File: src/rtl/apb_rx_fifo_slave_pkg.sv
// Shared definitions for the UART receive-path APB slave: register map,
// error flag positions, capture FSM states and the RXDATA justification helper.
package apb_rx_pkg;

  localparam logic [2:0] ADDR_STATUS = 3'd0;
  localparam logic [2:0] ADDR_ERR    = 3'd1;
  localparam logic [2:0] ADDR_BP_LO  = 3'd2;
  localparam logic [2:0] ADDR_BP_HI  = 3'd3;
  localparam logic [2:0] ADDR_DSIZE  = 3'd4;
  localparam logic [2:0] ADDR_IE     = 3'd5;
  localparam logic [2:0] ADDR_RXDATA = 3'd6;
  localparam logic [2:0] ADDR_COUNT  = 3'd7;

  localparam int unsigned ERR_FRAMING  = 0;
  localparam int unsigned ERR_OVERRUN  = 1;
  localparam int unsigned ERR_OVERFLOW = 2;

  typedef enum logic {
    IDLE = 1'b0,
    HOLD = 1'b1
  } cap_state_e;

  // The receiver shifts LSB-first into bit 7, so short characters sit in the top bits.
  function automatic logic [7:0] rx_justify(input logic [7:0] data, input logic [3:0] size);
    logic [7:0] res;
    case (size)
      4'd5:    res = data >> 3'd3;
      4'd6:    res = data >> 3'd2;
      4'd7:    res = data >> 3'd1;
      4'd8:    res = data;
      default: res = data;
    endcase
    return res;
  endfunction

endpackage

File: src/rtl/apb_rx_fifo_slave_if.sv
// APB bus bundle between the master and the receive-path slave.
interface apb_rx_fifo_slave_if;
  logic       psel;
  logic       penable;
  logic [2:0] paddr;
  logic       pwrite;
  logic [7:0] pwdata;
  logic [7:0] prdata;
  logic       pslverr;

  modport master (
    output psel, penable, paddr, pwrite, pwdata,
    input  prdata, pslverr
  );

  modport slave (
    input  psel, penable, paddr, pwrite, pwdata,
    output prdata, pslverr
  );
endinterface

File: src/rtl/apb_rx_fifo_slave_fifo.sv
// Synchronous FIFO with a separate occupancy counter; head is shown on rdata_o.
// Pushes when full and pops when empty are ignored.
module rx_sync_fifo #(
  parameter int unsigned WIDTH = 8,
  parameter int unsigned DEPTH = 8
) (
  input  logic                       clk,
  input  logic                       n_rst,
  input  logic                       push_i,
  input  logic                       pop_i,
  input  logic [WIDTH-1:0]           wdata_i,
  output logic [WIDTH-1:0]           rdata_o,
  output logic                       full_o,
  output logic                       empty_o,
  output logic [$clog2(DEPTH):0]     count_o
);

  localparam int unsigned PTR_W = $clog2(DEPTH);
  localparam int unsigned CNT_W = PTR_W + 1;

  logic [WIDTH-1:0] mem_q [DEPTH];
  logic [PTR_W-1:0] wr_ptr_q, wr_ptr_d;
  logic [PTR_W-1:0] rd_ptr_q, rd_ptr_d;
  logic [CNT_W-1:0] count_q, count_d;
  logic             do_push_s, do_pop_s;

  assign full_o    = (count_q == CNT_W'(DEPTH));
  assign empty_o   = (count_q == CNT_W'(0));
  assign count_o   = count_q;
  assign rdata_o   = mem_q[rd_ptr_q];
  assign do_push_s = push_i & ~full_o;
  assign do_pop_s  = pop_i & ~empty_o;

  always_comb begin
    wr_ptr_d = wr_ptr_q;
    rd_ptr_d = rd_ptr_q;
    count_d  = count_q;
    if (do_push_s) begin
      wr_ptr_d = wr_ptr_q + PTR_W'(1);
    end else begin
      wr_ptr_d = wr_ptr_q;
    end
    if (do_pop_s) begin
      rd_ptr_d = rd_ptr_q + PTR_W'(1);
    end else begin
      rd_ptr_d = rd_ptr_q;
    end
    case ({do_push_s, do_pop_s})
      2'b10:   count_d = count_q + CNT_W'(1);
      2'b01:   count_d = count_q - CNT_W'(1);
      default: count_d = count_q;
    endcase
  end

  always_ff @(posedge clk) begin
    if (!n_rst) begin
      wr_ptr_q <= '0;
      rd_ptr_q <= '0;
      count_q  <= '0;
    end else begin
      wr_ptr_q <= wr_ptr_d;
      rd_ptr_q <= rd_ptr_d;
      count_q  <= count_d;
    end
  end

  // Storage carries no reset; occupancy alone decides what is valid.
  always_ff @(posedge clk) begin
    if (n_rst && do_push_s) begin
      mem_q[wr_ptr_q] <= wdata_i;
    end
  end

endmodule

File: src/rtl/apb_rx_fifo_slave.sv
// APB slave for the UART receive path: autonomous capture from rx_data_buff into
// a FIFO, sticky W1C error flags, maskable level interrupt and receiver configuration.
module apb_rx_fifo_slave
  import apb_rx_pkg::*;
#(
  parameter int unsigned FIFO_DEPTH = 8,
  parameter int unsigned BP_W       = 14,
  parameter int unsigned BP_RESET   = 10,
  parameter int unsigned DS_RESET   = 8
) (
  input  logic                  clk,
  input  logic                  n_rst,
  input  logic [7:0]            rx_data_i,
  input  logic                  data_ready_i,
  input  logic                  overrun_error_i,
  input  logic                  framing_error_i,
  output logic                  data_read_o,
  apb_rx_fifo_slave_if.slave    apb,
  output logic [3:0]            data_size_o,
  output logic [BP_W-1:0]       bit_period_o,
  output logic                  irq_o
);

  localparam int unsigned CNT_W = $clog2(FIFO_DEPTH) + 1;

  cap_state_e       state_q, state_d;
  logic [BP_W-1:0]  bp_q, bp_d;
  logic [3:0]       ds_q, ds_d;
  logic [2:0]       ie_q, ie_d;
  logic [2:0]       err_q, err_d;
  logic             irq_q, irq_d;

  logic             push_s, pop_s, full_s, empty_s, ovf_s, data_read_s;
  logic [7:0]       head_s;
  logic [CNT_W-1:0] count_s;
  logic             access_s, wr_s, rd_s, wr_err_s, rd_err_s, wr_ok_s;
  logic [2:0]       err_set_s, err_clr_s;
  logic [7:0]       prdata_s;
  logic             pslverr_s;

  assign access_s = apb.psel & apb.penable;
  assign wr_s     = access_s & apb.pwrite;
  assign rd_s     = access_s & ~apb.pwrite;
  assign wr_err_s = wr_s & ((apb.paddr == ADDR_STATUS) || (apb.paddr == ADDR_RXDATA) ||
                            (apb.paddr == ADDR_COUNT));
  assign rd_err_s = rd_s & (apb.paddr == ADDR_RXDATA) & empty_s;
  assign wr_ok_s  = wr_s & ~wr_err_s;
  assign pop_s    = rd_s & (apb.paddr == ADDR_RXDATA) & ~empty_s;

  rx_sync_fifo #(
    .WIDTH (8),
    .DEPTH (FIFO_DEPTH)
  ) u_fifo (
    .clk     (clk),
    .n_rst   (n_rst),
    .push_i  (push_s),
    .pop_i   (pop_s),
    .wdata_i (rx_data_i),
    .rdata_o (head_s),
    .full_o  (full_s),
    .empty_o (empty_s),
    .count_o (count_s)
  );

  // Capture FSM: acknowledge in the push cycle, then wait for data_ready to fall.
  always_comb begin
    state_d     = state_q;
    push_s      = 1'b0;
    data_read_s = 1'b0;
    ovf_s       = 1'b0;
    if (n_rst) begin
      case (state_q)
        IDLE: begin
          if (data_ready_i && !full_s) begin
            push_s      = 1'b1;
            data_read_s = 1'b1;
            state_d     = HOLD;
          end else if (data_ready_i) begin
            ovf_s = 1'b1;
          end else begin
            state_d = IDLE;
          end
        end
        HOLD: begin
          if (!data_ready_i) begin
            state_d = IDLE;
          end else begin
            state_d = HOLD;
          end
        end
        default: state_d = IDLE;
      endcase
    end else begin
      state_d = IDLE;
    end
  end

  always_comb begin
    bp_d      = bp_q;
    ds_d      = ds_q;
    ie_d      = ie_q;
    err_set_s = 3'b000;
    err_clr_s = 3'b000;
    err_set_s[ERR_FRAMING]  = framing_error_i;
    err_set_s[ERR_OVERRUN]  = overrun_error_i;
    err_set_s[ERR_OVERFLOW] = ovf_s;
    if (wr_ok_s) begin
      case (apb.paddr)
        ADDR_ERR:   err_clr_s = apb.pwdata[2:0];
        ADDR_BP_LO: bp_d[7:0] = apb.pwdata;
        ADDR_BP_HI: bp_d[BP_W-1:8] = apb.pwdata[BP_W-9:0];
        ADDR_DSIZE: ds_d = apb.pwdata[3:0];
        ADDR_IE:    ie_d = apb.pwdata[2:0];
        default:    bp_d = bp_q;
      endcase
    end else begin
      err_clr_s = 3'b000;
    end
    // Set beats clear when both land in the same cycle.
    err_d = (err_q & ~err_clr_s) | err_set_s;
    irq_d = (ie_q[0] & ~empty_s) |
            (ie_q[1] & (err_q[ERR_FRAMING] | err_q[ERR_OVERRUN])) |
            (ie_q[2] & err_q[ERR_OVERFLOW]);
  end

  always_comb begin
    prdata_s  = 8'h00;
    pslverr_s = wr_err_s | rd_err_s;
    if (rd_s) begin
      case (apb.paddr)
        ADDR_STATUS: prdata_s = {5'b00000, irq_q, full_s, ~empty_s};
        ADDR_ERR:    prdata_s = {5'b00000, err_q};
        ADDR_BP_LO:  prdata_s = bp_q[7:0];
        ADDR_BP_HI:  prdata_s = 8'(bp_q[BP_W-1:8]);
        ADDR_DSIZE:  prdata_s = {4'b0000, ds_q};
        ADDR_IE:     prdata_s = {5'b00000, ie_q};
        ADDR_RXDATA: prdata_s = empty_s ? 8'h00 : rx_justify(head_s, ds_q);
        ADDR_COUNT:  prdata_s = 8'(count_s);
        default:     prdata_s = 8'h00;
      endcase
    end else begin
      prdata_s = 8'h00;
    end
  end

  always_ff @(posedge clk) begin
    if (!n_rst) begin
      state_q <= IDLE;
      bp_q    <= BP_W'(BP_RESET);
      ds_q    <= 4'(DS_RESET);
      ie_q    <= 3'b000;
      err_q   <= 3'b000;
      irq_q   <= 1'b0;
    end else begin
      state_q <= state_d;
      bp_q    <= bp_d;
      ds_q    <= ds_d;
      ie_q    <= ie_d;
      err_q   <= err_d;
      irq_q   <= irq_d;
    end
  end

  assign data_read_o  = data_read_s;
  assign apb.prdata   = prdata_s;
  assign apb.pslverr  = pslverr_s;
  assign data_size_o  = ds_q;
  assign bit_period_o = bp_q;
  assign irq_o        = irq_q;

endmodule

File: src/flat_wrapper.sv
// flat-port wrapper written by rule: the top's interface ports become plain ports
module apb_rx_fifo_slave_flat import apb_rx_pkg::*;
#(
  parameter int unsigned FIFO_DEPTH = 8,
  parameter int unsigned BP_W       = 14,
  parameter int unsigned BP_RESET   = 10,
  parameter int unsigned DS_RESET   = 8
)
  (clk, n_rst, rx_data_i, data_ready_i, overrun_error_i, framing_error_i, data_read_o, data_size_o, bit_period_o, irq_o, apb_psel, apb_penable, apb_paddr, apb_pwrite, apb_pwdata, apb_prdata, apb_pslverr);
  apb_rx_fifo_slave_if apb_i ();
  input  logic clk;
  input  logic n_rst;
  input  logic [7:0] rx_data_i;
  input  logic data_ready_i;
  input  logic overrun_error_i;
  input  logic framing_error_i;
  output logic data_read_o;
  output logic [3:0] data_size_o;
  output logic [BP_W-1:0] bit_period_o;
  output logic irq_o;
  input wire logic [$bits(apb_i.psel)-1:0] apb_psel;
  input wire logic [$bits(apb_i.penable)-1:0] apb_penable;
  input wire logic [$bits(apb_i.paddr)-1:0] apb_paddr;
  input wire logic [$bits(apb_i.pwrite)-1:0] apb_pwrite;
  input wire logic [$bits(apb_i.pwdata)-1:0] apb_pwdata;
  output wire logic [$bits(apb_i.prdata)-1:0] apb_prdata;
  output wire logic [$bits(apb_i.pslverr)-1:0] apb_pslverr;
  assign apb_i.psel = apb_psel;
  assign apb_i.penable = apb_penable;
  assign apb_i.paddr = apb_paddr;
  assign apb_i.pwrite = apb_pwrite;
  assign apb_i.pwdata = apb_pwdata;
  assign apb_prdata = apb_i.prdata;
  assign apb_pslverr = apb_i.pslverr;
  apb_rx_fifo_slave #(.FIFO_DEPTH(FIFO_DEPTH), .BP_W(BP_W), .BP_RESET(BP_RESET), .DS_RESET(DS_RESET)) u_core (.clk(clk), .n_rst(n_rst), .rx_data_i(rx_data_i), .data_ready_i(data_ready_i), .overrun_error_i(overrun_error_i), .framing_error_i(framing_error_i), .data_read_o(data_read_o), .apb(apb_i), .data_size_o(data_size_o), .bit_period_o(bit_period_o), .irq_o(irq_o));
endmodule
File: config.mk
export PLATFORM = sky130hd
export DESIGN_NAME = apb_rx_fifo_slave_flat
export DESIGN_NICKNAME = d
export VERILOG_FILES = /design/src/rtl/apb_rx_fifo_slave_pkg.sv /design/src/rtl/apb_rx_fifo_slave_if.sv /design/src/rtl/apb_rx_fifo_slave_fifo.sv /design/src/rtl/apb_rx_fifo_slave.sv /design/src/flat_wrapper.sv
export SDC_FILE = /design/constraint.sdc
export NUM_CORES = 1
export LEC_CHECK = 0
export BUFFER_PORTS_ARGS = -buffer_cell sky130_fd_sc_hd__buf_2
export CAP_MARGIN = 20
export CORE_MARGIN = 2
export CORE_UTILIZATION = 55
export DETAILED_ROUTE_END_ITERATION = 10
export GPL_TIMING_DRIVEN = 0
export PLACE_DENSITY = 0.73
export SYNTH_ARGS = -nofsm -noshare
export SYNTH_HDL_FRONTEND = slang
export SYNTH_SLANG_ARGS = --single-unit
File: constraint.sdc
create_clock -name clk -period 2.9 [get_ports clk]
set_input_delay 0.58 -clock clk [delete_from_list [all_inputs] [get_ports clk]]
set_output_delay 0.58 -clock clk [all_outputs]
set_load 0.1 [all_outputs]
==> impl_metrics.sql, run 1 <==
INSERT INTO impl_metrics (metric_group, metric, value, unit) VALUES
('status', 'status', 'finished with violations', ''),
('status', 'failed_checks', 'setup timing', ''),
('timing', 'hold_viol', '0', ''),
('placed_design', 'finalWeightedCongestion', '0.8892', ''),
('job', 'maxCapViolations', '0', ''),
('yosys', 'synthCells', '373', ''),
('pwr', 'static-leakage-power', '1.999', 'nW'),
('pwr', 'logic_gate_share_of_total_power', '8.2', '%'),
('timing', 'fin_skew', '8.215', 'ps'),
('yosys', 'netlist_area', '4673', 'sq um'),
('finish', 'finalNonFillerCells', '563', ''),
('detailed_routing', 'vias_per_cell', '6.043', ''),
('placed_design', 'port_buffers', '55', ''),
('yosys', 'synth_enable_flop_cells', '64', ''),
('worst_setup_path', 'largest_incremental_delay_on_the_critical_path', '540', 'ps'),
('placed_design', 'detailedPlacementHpwl', '7.547', 'mm'),
('die', 'die_area', '9251', 'sq um'),
('clock_network', 'cts.sinks', '103', ''),
('die', 'initial_core_util', '56.88', '%'),
('pwr', 'clockPowerShare', '34.1', '%'),
('global_routing', 'maximum_number_of_pins_on_one_net_before_global_route_repair', '20', ''),
('timing', 'final_setup_viols', '6', ''),
('detailed_routing', 'wl_per_cell', '19.32', 'microns'),
('timing', 'post-route-period-util', '103.3', '%'),
('yosys', 'postSynth.topFlopCell', 'sky130_fd_sc_hd__edfxtp_1', ''),
('finish', 'layout_commonest_cell', 'sky130_fd_sc_hd__edfxtp_1', ''),
('yosys', 'post-synth-top-area-fraction', '41.12', '%'),
('worst_setup_path', 'cp.required', '2320', 'ps'),
('global_routing', 'first_global_vias', '3225', ''),
('clock_network', 'cts_root_buffer', 'sky130_fd_sc_hd__clkbuf_8', ''),
('die', 'io_pins', '56', ''),
('yosys', 'post_synth.cell_area_avg', '12.53', 'sq um'),
('worst_setup_path', 'arrival_time_of_data_at_the_critical_path_endpoint', '2420', 'ps'),
('yosys', 'ys_seq_elements', '103', ''),
('global_routing', 'globalRoute.totalOverflow', '0', ''),
('pwr', 'power_switching_share', '25.05', '%'),
('worst_setup_path', 'reg2regPathDepth', '9', ''),
('yosys', 'synth_top_cells_by_area', 'sky130_fd_sc_hd__edfxtp_1 (41%), sky130_fd_sc_hd__dfxtp_1 (17%), sky130_fd_sc_hd__mux2i_1 (7.3%)', ''),
('worst_setup_path', 'timing_worst_setup_path_type', 'flop to primary output', ''),
('detailed_routing', 'detail_route.drc_violations', '0', ''),
('timing', 'final_worst_setup_slack', '-95.33', 'ps'),
('yosys', 'yosys.area.top_type', 'sky130_fd_sc_hd__edfxtp_1', ''),
('detailed_routing', 'drt_pass1_iterations', '6', ''),
('clock_network', 'htreeDepth', '3', ''),
('timing', 'timing.final.crit_period', '2995', 'ps'),
('pwr', 'internal-power', '2.063', 'mW'),
('clock_network', 'clockBufferDepth', '2', ''),
('die', 'fp-row-count', '33', ''),
('worst_setup_path', 'critical_path.most_common_cell', 'sky130_fd_sc_hd__buf_12', ''),
('finish', 'most_frequent_cells_in_the_layout', 'sky130_fd_sc_hd__edfxtp_1 (64), sky130_fd_sc_hd__buf_2 (51), sky130_fd_sc_hd__nor2_1 (49)', ''),
('yosys', 'synth_cell_type_count', '55', ''),
('finish', 'fin_nets', '486', ''),
('finish', 'syn_to_final_growth', '23.69', '%'),
('finish', 'final_core_utilization', '70.35', '%'),
('timing', 'fmax', '0.3339', 'GHz'),
('yosys', 'synth-async-reset-ratio', '0', '%'),
('timing', 'final-max-slew-violation-count', '0', ''),
('clock_network', 'postCtsHoldBufs', '0', ''),
('worst_setup_path', 'crit_path_start_kind', 'flop', ''),
('pwr', 'fin_total_pwr', '2.753', 'mW'),
('finish', 'n_antenna_cell', '0', ''),
('die', 'die-height', '96.18', 'microns'),
('clock_network', 'clock_latency', '380', 'ps'),
('timing', 'tns', '-292.2', 'ps'),
('global_routing', 'grt_antenna_before_repair', '0', ''),
('clock_network', 'cts_tree', 'yes', ''),
('clock_network', 'clk_slew_on_worst_s_h_paths', '100', 'ps'),
('pwr', 'worst_ir_drop_vdd', '0.3112', 'mV'),
('yosys', 'syn-num-nets', '406', ''),
('detailed_routing', 'drt_first_iter_violations', '230', ''),
('worst_setup_path', 'worstSetupEndpoint', 'apb_prdata[0]', '');
worst min-delay path by stage:
stage / from / slack, ps / end / cells past startpoint
6_report: framing_error_i / 410 / u_core.err_q[0] / 3
4_1_cts: framing_error_i / 410 / u_core.err_q[0] / 3
3_5_place_dp: u_core.state_q / 480 / u_core.state_q / 1
3_3_place_gp: u_core.state_q / 470 / u_core.state_q / 1
5_1_grt: framing_error_i / 420 / u_core.err_q[0] / 3
2_1_floorplan: u_core.ie_q[2] / 460 / u_core.irq_o / 2
flip-flops by register name (all words and copies together) (netlist names), named ones only:
name and cells:
u_core.bit_period_o 14, u_core.data_size_o 4, u_core.err_q 3, u_core.ie_q 3, u_core.irq_o 1, u_core.state_q 1
u_core.u_fifo.count_o 4, u_core.u_fifo.mem_q 64, u_core.u_fifo.rd_ptr_q 3, u_core.u_fifo.wr_ptr_q 3
metrics by stage:
stage	setup WS [ps]	area (sq um)
global route	-156.5	5781
global placement	-711.7	5132
floorplan	-237.4	4726
detailed placement	-175.4	5169
CTS	-50.67	5652
finish	-95.33	5781
routing by layer:
metal / share of wire (%) / GRT usage [%]
met1: 45 / 35.35
met2: 47 / 37.33
met3: 5.9 / 3.446
met4: 1.8 / 9.643
met5: 0 / 0
worst max-delay path, delay by kind of cell, from the launching register on:
kind / cells / cell delay [ps]
flip-flops: 1 / 350
AO/OA/AOI/OAI: 1 / 330
multiplexers: 2 / 830
AND/OR/NAND/NOR: 2 / 230
buffers and inverters: 2 / 300
kinds of logic after synthesis:
kind of cell | share of synthesized area, %
flip-flops | 57.83
AND/OR/NAND/NOR | 11.67
buffers and inverters | 2.624
AO/OA/AOI/OAI | 8.836
XOR/XNOR | 1.312
adder cells (fa/ha/maj) | 1.767
multiplexers | 15.96
power by group through the flow:
stage                     registers, mW  clock network, mW  logic (mW)
after detailed placement           1.62                  0       0.200
final                              1.59              0.940       0.225
after CTS                          1.59              0.952       0.213
after global routing               1.59              0.997       0.241
after floorplan                    1.63                  0       0.116
after global placement             1.62                  0       0.194
cell type report:
type,count,area [sq um]
plain buffers,15,116.4
clock buffers,9,123.9
clock inverters,7,82.58
fillers,566,2436
inverters,8,30.03
multi-input cells,247,2054
flip-flops and latches,103,2710
well taps,105,131.4
repair buffers,69,531.8
synthesized netlist by cell type (4+ instances only):
| cell | number |
|---|---|
| sky130_fd_sc_hd__o211ai_1 | 4 |
| sky130_fd_sc_hd__a22oi_1 | 4 |
| sky130_fd_sc_hd__a31oi_1 | 4 |
| sky130_fd_sc_hd__buf_2 | 7 |
| sky130_fd_sc_hd__mux2i_1 | 34 |
| sky130_fd_sc_hd__nand3_1 | 4 |
| sky130_fd_sc_hd__o21ai_0 | 9 |
| sky130_fd_sc_hd__o21ai_1 | 5 |
| sky130_fd_sc_hd__nor2_1 | 53 |
| sky130_fd_sc_hd__xor2_1 | 4 |
| sky130_fd_sc_hd__dfxtp_1 | 39 |
| sky130_fd_sc_hd__nand2_1 | 26 |
| sky130_fd_sc_hd__clkbuf_1 | 4 |
| sky130_fd_sc_hd__a21oi_1 | 20 |
| sky130_fd_sc_hd__edfxtp_1 | 64 |
| sky130_fd_sc_hd__mux4_2 | 14 |
| sky130_fd_sc_hd__nor3_1 | 10 |
| sky130_fd_sc_hd__nand2b_1 | 7 |
| sky130_fd_sc_hd__ha_1 | 5 |
| sky130_fd_sc_hd__inv_1 | 7 |
| sky130_fd_sc_hd__or3_1 | 4 |
repair_timing:
| item | 4_1_cts | 5_1_grt |
|---|---|---|
| gates cloned | 1 | 0 |
| buffers inserted | 2 | 8 |
| gates resized for setup | 49 | 18 |
| pin swaps | 9 | 8 |
| endpoints found under the setup margin | 9 | 10 |
No activity file was read; power rests on OpenSTA's default activity.
==> run 2, diff against run 1 <==
--- a/config.mk
+++ b/config.mk
@@ -5,6 +5,7 @@
 export SDC_FILE = /design/constraint.sdc
 export NUM_CORES = 1
 export LEC_CHECK = 0
+export ABC_AREA = 1
 export BUFFER_PORTS_ARGS = -buffer_cell sky130_fd_sc_hd__buf_2
 export CAP_MARGIN = 20
 export CORE_MARGIN = 2
==> run 2 against run 1 <==
Net effect: the run now ends clean; die area up 7.4%; register-to-register slack improved by 270 ps; synthesized cell count is 53% higher; critical path depth increased by 1; routed wire length up 9.0%; sequential power about the same; via count up 20%; global-route usage increased by 0.48 points; critical endpoint is now apb_prdata[7]; non-clock buffer count down 12; worst setup slack improved by 210 ps; worst hold slack better by 22 ps.
==> impl_metrics.sql, run 2 <==
INSERT INTO impl_metrics (metric_group, metric, value, unit) VALUES
('yosys', 'synth-async-reset-ratio', '0', '%'),
('yosys', 'synth_top_cells_by_count', 'sky130_fd_sc_hd__nand2_1 (128), sky130_fd_sc_hd__inv_1 (78), sky130_fd_sc_hd__edfxtp_1 (64)', ''),
('yosys', 'post_synth_fa_ha_maj_area_fraction', '1.641', '%'),
('yosys', 'synth_cell_type_count', '44', ''),
('pwr', 'static-leakage-power', '2.484', 'nW'),
('clock_network', 'clockBufferDepth', '2', ''),
('finish', 'layout-drive-gt1-share', '21.96', '%'),
('detailed_routing', 'wl_per_cell', '15.81', 'microns'),
('worst_setup_path', 'reg2regPathDepth', '14', ''),
('timing', 'worst_slew_margin_rel', '35.79', '%'),
('die', 'die_area', '9933', 'sq um'),
('die', 'io_pins', '56', ''),
('detailed_routing', 'total_number_of_vias', '4099', ''),
('hold_path', 'worst_hold_path.endpoint', 'u_core.err_q[0]', ''),
('clock_network', 'clock_latency', '370', 'ps'),
('die', 'die-width', '99.67', 'microns'),
('pwr', 'fin_total_pwr', '2.627', 'mW'),
('yosys', 'synth.most_common_cell', 'sky130_fd_sc_hd__nand2_1', ''),
('clock_network', 'cts.sinks', '103', ''),
('yosys', 'netlist_area', '5034', 'sq um'),
('yosys', 'synth_enable_flop_cells', '64', ''),
('timing', 'rsz_0062_raised_after_global_routing', 'false', ''),
('status', 'status', 'completed', ''),
('yosys', 'synth-warning-count', '0', ''),
('die', 'die-height', '99.67', 'microns'),
('timing', 'fmax', '0.3589', 'GHz'),
('detailed_routing', 'drt_pass1_iterations', '5', ''),
('placed_design', 'finalWeightedCongestion', '0.8930', ''),
('pwr', 'power_density', '458.3', 'nW/um^2'),
('clock_network', 'cts_inserted_buffers', '9', ''),
('worst_setup_path', 'critical_path.reg2reg.startpoint', 'u_core.u_fifo.count_o[0]', ''),
('finish', 'most_frequent_cells_in_the_layout', 'sky130_fd_sc_hd__nand2_1 (128), sky130_fd_sc_hd__inv_1 (77), sky130_fd_sc_hd__edfxtp_1 (64)', ''),
('hold_path', 'timing.hold.worst.start', 'framing_error_i', ''),
('finish', 'fin_nets', '670', ''),
('timing', 'hold_viol', '0', ''),
('clock_network', 'cts_tree', 'yes', ''),
('yosys', 'ys_seq_elements', '103', ''),
('yosys', 'synth_top_family_by_area', 'simple AND/OR/NAND/NOR gates', ''),
('yosys', 'yosys.area.top_type', 'sky130_fd_sc_hd__edfxtp_1', ''),
('placed_design', 'dpl-instance-area', '5514', 'sq um'),
('timing', 'final_setup_viols', '0', ''),
('hold_path', 'hold_class', 'input pin to flop', ''),
('global_routing', 'maximum_number_of_pins_on_one_net_before_global_route_repair', '18', ''),
('yosys', 'ys_seq_area_share', '53.69', '%'),
('global_routing', 'grt_antenna_before_repair', '0', ''),
('detailed_routing', 'vias_per_cell', '5.465', ''),
('finish', 'final_area', '5733', 'sq um'),
('global_routing', 'first_global_vias', '3754', ''),
('yosys', 'postSynth.topFlopCell', 'sky130_fd_sc_hd__edfxtp_1', ''),
('yosys', 'synth_xor_xnor_area_share', '0.1740', '%'),
('global_routing', 'grt_first_pass_wirelength', '19.06', 'mm'),
('detailed_routing', 'drt_wl_total', '11.86', 'mm'),
('worst_setup_path', 'arrival_time_of_data_at_the_critical_path_endpoint', '2210', 'ps'),
('die', 'initial_core_util', '57.16', '%'),
('global_routing', 'globalRoute.totalOverflow', '0', ''),
('yosys', 'synth_compound_area_share', '9.843', '%'),
('yosys', 'synth_mux_area_share', '0', '%'),
('clock_network', 'htreeDepth', '3', ''),
('pwr', 'worst_ir_drop_vdd', '0.2622', 'mV'),
('worst_setup_path', 'endpoint_kind', 'primary output', ''),
('timing', 'fin_skew', '17.83', 'ps'),
('yosys', 'synth_top_cells_by_area', 'sky130_fd_sc_hd__edfxtp_1 (38%), sky130_fd_sc_hd__dfxtp_1 (16%), sky130_fd_sc_hd__nand2_1 (9.5%)', ''),
('worst_setup_path', 'path_max_fanout', '9', ''),
('timing', 'final-max-slew-violation-count', '0', ''),
('yosys', 'syn-num-nets', '602', ''),
('worst_setup_path', 'crit_path_start_kind', 'flop', ''),
('yosys', 'post-synth-top-area-fraction', '38.18', '%'),
('timing', 'post-route-period-util', '96.08', '%'),
('hold_path', 'worst_hold_path.num_cells', '3', ''),
('worst_setup_path', 'setup.reg_to_reg.worst_slack', '500', 'ps'),
('finish', 'largest_register_ffs', '64', ''),
('detailed_routing', 'drt_first_iter_violations', '334', ''),
('timing', 'tns', '0', 'ps'),
('worst_setup_path', 'worstReg2RegEnd', 'u_core.u_fifo.count_o[3]', ''),
('clock_network', 'clk_slew_on_worst_s_h_paths', '100', 'ps'),
('yosys', 'synthCells', '569', ''),
('placed_design', 'detailedPlacementHpwl', '8.467', 'mm'),
('finish', 'top_register', 'u_core.u_fifo.mem_q', ''),
('die', 'core', '8806', 'sq um'),
('die', 'fp-row-count', '34', ''),
('detailed_routing', 'detail_route.drc_violations', '0', ''),
('finish', 'syn_to_final_growth', '13.90', '%'),
('clock_network', 'cts_root_buffer', 'sky130_fd_sc_hd__clkbuf_8', ''),
('detailed_routing', 'antenna_left', '0', ''),
('job', 'maxCapViolations', '0', ''),
('timing', 'worst-slew-pin-transition', '959.5', 'ps'),
('finish', 'layout_commonest_cell', 'sky130_fd_sc_hd__nand2_1', ''),
('timing', 'timing.final.crit_period', '2786', 'ps'),
('finish', 'n_antenna_cell', '0', ''),
('worst_setup_path', 'cp.required', '2320', 'ps'),
('yosys', 'post_synth.cell_area_avg', '8.846', 'sq um'),
('global_routing', 'gr-usage-all-layers', '24.90', '%'),
('worst_setup_path', 'timing_worst_setup_path_type', 'flop to primary output', ''),
('yosys', 'synth_simple_gate_area_share', '25.33', '%'),
('clock_network', 'postCtsHoldBufs', '0', ''),
('placed_design', 'port_buffers', '54', '');
run 2: cell count changes in the layout (fill, tap and decap cells not counted), sizes merged, moves of 4 or more:
| cell | delta |
|---|---|
| o21ai | +21 |
| mux2i | -36 |
| a21oi | +16 |
| nand2 | +106 |
| mux4 | -14 |
| mux2 | -4 |
| or3 | -4 |
| nor3 | -5 |
| nand3 | +69 |
| inv | +77 |
| buf | -12 |
| xor2 | -4 |
| nand2b | -7 |
run 2: how the worst max path moves through the flow:
stage	to	slack (ps)	cells after the start
after detailed placement	u_core.u_fifo.count_o[3]	190	15
after global placement	apb_prdata[2]	250	7
after global routing	apb_prdata[0]	4	9
after floorplan	apb_prdata[3]	-140	6
final	apb_prdata[7]	110	8
after CTS	apb_prdata[6]	40	9
run 2: cell type report:
cell class | instances | area (sq um)
Clock buffer | 10 | 127.6
Timing Repair Buffer | 57 | 314.1
Buffer | 15 | 128.9
Inverter | 88 | 344.1
Fill cell | 728 | 3073
Tap cell | 108 | 135.1
Sequential cell | 103 | 2706
Clock inverter | 6 | 43.79
Multi-Input combinational cell | 363 | 1933
run 2: critical path, stage by stage, from the launching register on:
cell                         delay [ps]
sky130_fd_sc_hd__dfxtp_1            310
sky130_fd_sc_hd__buf_2              280
sky130_fd_sc_hd__clkinvlp_4         160
sky130_fd_sc_hd__buf_4              180
sky130_fd_sc_hd__nand3_2            100
sky130_fd_sc_hd__and2_4             160
sky130_fd_sc_hd__nand3_1             90
sky130_fd_sc_hd__a21oi_2            130
sky130_fd_sc_hd__buf_2              430
run 2: where the power goes:
part | total [mW] | internal [mW] | switching (mW) | leakage (nW)
Sequential | 1.59 | 1.57 | 0.0125 | 0.895
Combinational | 0.220 | 0.0569 | 0.163 | 1.51
Clock | 0.821 | 0.318 | 0.504 | 0.0822
Total | 2.63 | 1.95 | 0.680 | 2.48
run 2: metal layers:
layer | track usage (%) | vias up | part of all wire (%)
met3 | 4.146 | 13 | 6.7
met5 | 0 | - | 0
met2 | 38.93 | 153 | 47
met4 | 5.269 | 0 | 0.97
li1 | - | 2016 | -
met1 | 36.86 | 1917 | 46
run 2: repair_timing:
| item | in CTS | in global routing |
|---|---|---|
| resized for setup | 4 | 5 |
| hold endpoints to repair | 0 | 0 |
| setup buffers | 0 | 3 |
| gates cloned | 0 | 0 |
| endpoints found under the setup margin | 4 | 6 |
run 2: logic make-up after synthesis:
logic type	count (synthesis)
adder cells (fa/ha/maj)	6
AND/OR/NAND/NOR	270
AO/OA/AOI/OAI	86
buffers and inverters	103
XOR/XNOR	1
flip-flops	103
run 2: through the flow:
stage,setup WS (ps),util [%],std cells,hold WS (ps)
floorplan,-144.7,-,569,453.8
global placement,251.3,62.62,731,467.8
detailed placement,185.4,62.62,731,475.4
CTS,40.37,64.68,747,428.4
global route,4.257,65.10,750,439.9
finish,113.8,65.10,750,433.5
==> run 3, diff against run 2 <==
--- a/config.mk
+++ b/config.mk
@@ -6,13 +6,14 @@
 export NUM_CORES = 1
 export LEC_CHECK = 0
 export ABC_AREA = 1
-export BUFFER_PORTS_ARGS = -buffer_cell sky130_fd_sc_hd__buf_2
 export CAP_MARGIN = 20
 export CORE_MARGIN = 2
 export CORE_UTILIZATION = 55
+export CTS_CLUSTER_SIZE = 28
 export DETAILED_ROUTE_END_ITERATION = 10
+export DONT_BUFFER_PORTS = 1
 export GPL_TIMING_DRIVEN = 0
-export PLACE_DENSITY = 0.73
+export PLACE_DENSITY = 0.67
 export SYNTH_ARGS = -nofsm -noshare
 export SYNTH_HDL_FRONTEND = slang
 export SYNTH_SLANG_ARGS = --single-unit
==> run 3 against run 2 <==
Net effect: the flow now finishes with violations (setup timing); largest power group unchanged; worst hold slack worse by 150 ps; die area stayed put; combinational power is 26% lower; global-route usage is 0.43 points lower; maximum frequency is 7.6% lower; clock skew is 2.3 ps lower; critical path depth is 2 lower; via count is 6.5% lower; sequential power hardly changed; cell area is 1.7% lower.
==> impl_metrics.sql, run 3 (synthesis gave the netlist of run 2 again) <==
INSERT INTO impl_metrics (metric_group, metric, value, unit) VALUES
('status', 'status', 'finished with violations', ''),
('status', 'failed_checks', 'setup timing', ''),
('worst_setup_path', 'setup.reg_to_reg.worst_slack', '170', 'ps'),
('die', 'initial_core_util', '57.16', '%'),
('worst_setup_path', 'crit_path_start_kind', 'flop', ''),
('die', 'die_area', '9933', 'sq um'),
('timing', 'fmax', '0.3316', 'GHz'),
('finish', 'largest_register_ffs', '64', ''),
('die', 'die-width', '99.67', 'microns'),
('detailed_routing', 'drt_first_iter_violations', '357', ''),
('timing', 'final_worst_setup_slack', '-115.3', 'ps'),
('placed_design', 'port_buffers', '0', ''),
('worst_setup_path', 'timing_worst_setup_path_type', 'flop to primary output', ''),
('detailed_routing', 'drt_wl_total', '11.61', 'mm'),
('pwr', 'worst_ir_drop_vdd', '0.3319', 'mV'),
('finish', 'layout_commonest_cell', 'sky130_fd_sc_hd__nand2_1', ''),
('timing', 'final_setup_viols', '6', ''),
('timing', 'rsz_0062_raised_after_global_routing', 'true', ''),
('timing', 'timing.final.crit_period', '3015', 'ps'),
('pwr', 'clockPowerShare', '35.1', '%'),
('worst_setup_path', 'arrival_time_of_data_at_the_critical_path_endpoint', '2440', 'ps'),
('job', 'maxCapViolations', '0', ''),
('clock_network', 'cts.sinks', '103', ''),
('die', 'die-height', '99.67', 'microns'),
('pwr', 'p_sw', '0.6916', 'mW'),
('pwr', 'fin_total_pwr', '2.726', 'mW'),
('timing', 'fin_skew', '15.49', 'ps'),
('placed_design', 'finalWeightedCongestion', '0.8947', ''),
('clock_network', 'clk_slew_on_worst_s_h_paths', '110', 'ps'),
('pwr', 'power_density', '483.9', 'nW/um^2'),
('worst_setup_path', 'cp.required', '2320', 'ps'),
('pwr', 'internal-power', '2.035', 'mW'),
('timing', 'worst_slew_margin_rel', '22.79', '%'),
('pwr', 'power.share.sequential', '59.0', '%'),
('detailed_routing', 'vias_per_cell', '5.489', ''),
('clock_network', 'clockBufferDepth', '2', ''),
('clock_network', 'htreeDepth', '3', ''),
('finish', 'n_antenna_cell', '0', ''),
('die', 'core', '8806', 'sq um'),
('worst_setup_path', 'endpoint_kind', 'primary output', ''),
('finish', 'layout-drive-gt1-share', '20.00', '%'),
('die', 'io_pins', '56', ''),
('pwr', 'static-leakage-power', '2.292', 'nW'),
('clock_network', 'cts_inserted_buffers', '9', ''),
('global_routing', 'first_global_vias', '3754', ''),
('finish', 'syn_to_final_growth', '11.93', '%'),
('timing', 'hold_viol', '0', ''),
('finish', 'most_frequent_cells_in_the_layout', 'sky130_fd_sc_hd__nand2_1 (125), sky130_fd_sc_hd__inv_1 (73), sky130_fd_sc_hd__edfxtp_1 (64)', ''),
('detailed_routing', 'drt_pass1_iterations', '5', ''),
('global_routing', 'gr-usage-all-layers', '24.47', '%'),
('global_routing', 'grt_antenna_before_repair', '0', ''),
('finish', 'nFillCells', '730', ''),
('placed_design', 'dpl-instance-area', '5259', 'sq um'),
('clock_network', 'clock_latency', '380', 'ps'),
('clock_network', 'cts_tree', 'yes', ''),
('placed_design', 'detailedPlacementHpwl', '8.396', 'mm'),
('finish', 'finalNonFillerCells', '698', ''),
('pwr', 'logic_gate_share_of_total_power', '5.9', '%'),
('detailed_routing', 'detail_route.drc_violations', '0', ''),
('detailed_routing', 'wl_per_cell', '16.64', 'microns'),
('clock_network', 'cts_root_buffer', 'sky130_fd_sc_hd__clkbuf_8', ''),
('worst_setup_path', 'path_max_fanout', '5', ''),
('global_routing', 'globalRoute.totalOverflow', '0', ''),
('detailed_routing', 'total_number_of_vias', '3831', ''),
('pwr', 'power_switching_share', '25.37', '%'),
('global_routing', 'grt_first_pass_wirelength', '18.75', 'mm'),
('timing', 'final-max-slew-violation-count', '0', ''),
('finish', 'final_area', '5634', 'sq um'),
('timing', 'worst-slew-pin-transition', '1161', 'ps'),
('detailed_routing', 'antenna_left', '0', ''),
('finish', 'top_register', 'u_core.u_fifo.mem_q', ''),
('die', 'fp-row-count', '34', ''),
('timing', 'post-route-period-util', '104.0', '%'),
('hold_path', 'hold_class', 'input pin to flop', ''),
('finish', 'fin_nets', '618', ''),
('global_routing', 'maximum_number_of_pins_on_one_net_before_global_route_repair', '20', ''),
('placed_design', 'placedCellCount', '678', '');
## run 3: cell count changes in the layout (fill, tap and decap cells not counted), moves of 4 or more
cell and change:
sky130_fd_sc_hd__buf_2 -48, sky130_fd_sc_hd__inv_1 -4, sky130_fd_sc_hd__o21ai_1 -4, sky130_fd_sc_hd__dfxtp_1 -7, sky130_fd_sc_hd__nor2_1 -5, sky130_fd_sc_hd__dfxtp_4 +4
## run 3: stage by stage
| step | TNS (ps) | util [%] | setup WS, ps | hold WS [ps] |
|---|---|---|---|---|
| 4_1_cts | -237.2 | 63.38 | -57.95 | 284.0 |
| 5_1_grt | -1247 | 63.98 | -213.0 | 262.0 |
| 6_report | -487.4 | 63.98 | -115.3 | 286.2 |
| 3_5_place_dp | -571.5 | 59.72 | -182.5 | 477.9 |
| 3_3_place_gp | -728.9 | 59.55 | -347.4 | 471.8 |
| 2_1_floorplan | -144.7 | - | -144.7 | 453.8 |
## run 3: timing repair
action	CTS	global route
cloned	0	0
hold buffers	0	0
setup buffers	2	2
setup endpoints to repair	8	52
hold endpoints to repair	0	0
resized for setup	29	13
pin swaps	13	12
## run 3: path summary, 6_finish.rpt
kind,start,to,cells after the start
worst max-delay path,u_core.data_size_o[1],apb_prdata[4],6
worst min-delay path,rx_data_i[1],u_core.u_fifo.mem_q[7][1],0
worst max register to register,u_core.u_fifo.count_o[2],u_core.u_fifo.count_o[3],15
worst min register to register,u_core.u_fifo.wr_ptr_q[0],u_core.u_fifo.wr_ptr_q[0],2
## run 3: worst max-delay path: stages (launching register included)
cell,delay [ps]
sky130_fd_sc_hd__dfxtp_4,610
sky130_fd_sc_hd__clkinvlp_4,220
sky130_fd_sc_hd__nor3b_4,350
sky130_fd_sc_hd__nand3_1,110
sky130_fd_sc_hd__nand2_1,110
sky130_fd_sc_hd__o21ai_2,80
sky130_fd_sc_hd__a21oi_4,580
## run 3: layout make-up
class / instances / area, sq um / area share (%)
repair buffers: 5 / 45.04 / 0.7995
plain buffers: 15 / 135.1 / 2.398
multi-input cells: 363 / 2027 / 35.98
clock buffers: 9 / 123.9 / 2.199
clock inverters: 7 / 88.84 / 1.577
inverters: 88 / 354.1 / 6.285
flip-flops and latches: 103 / 2725 / 48.37
well taps: 108 / 135.1 / 2.398
## run 3: layer usage
layer | vias up | wire [microns] | GRT usage [%]
met3 | 17 | 760 | 5.622
met1 | 1767 | 5361 | 35.32
li1 | 1914 | - | -
met5 | - | 0 | 0
met2 | 133 | 5342 | 36.80
met4 | 0 | 147 | 7.798
## run 3: power groups by stage
stage          logic, mW  clock network [mW]  registers, mW
2_1_floorplan      0.125                   0           1.64
3_3_place_gp       0.152                   0           1.64
5_1_grt            0.178                1.03           1.61
4_1_cts            0.158               0.963           1.61
3_5_place_dp       0.156                   0           1.64
6_report           0.162               0.956           1.61
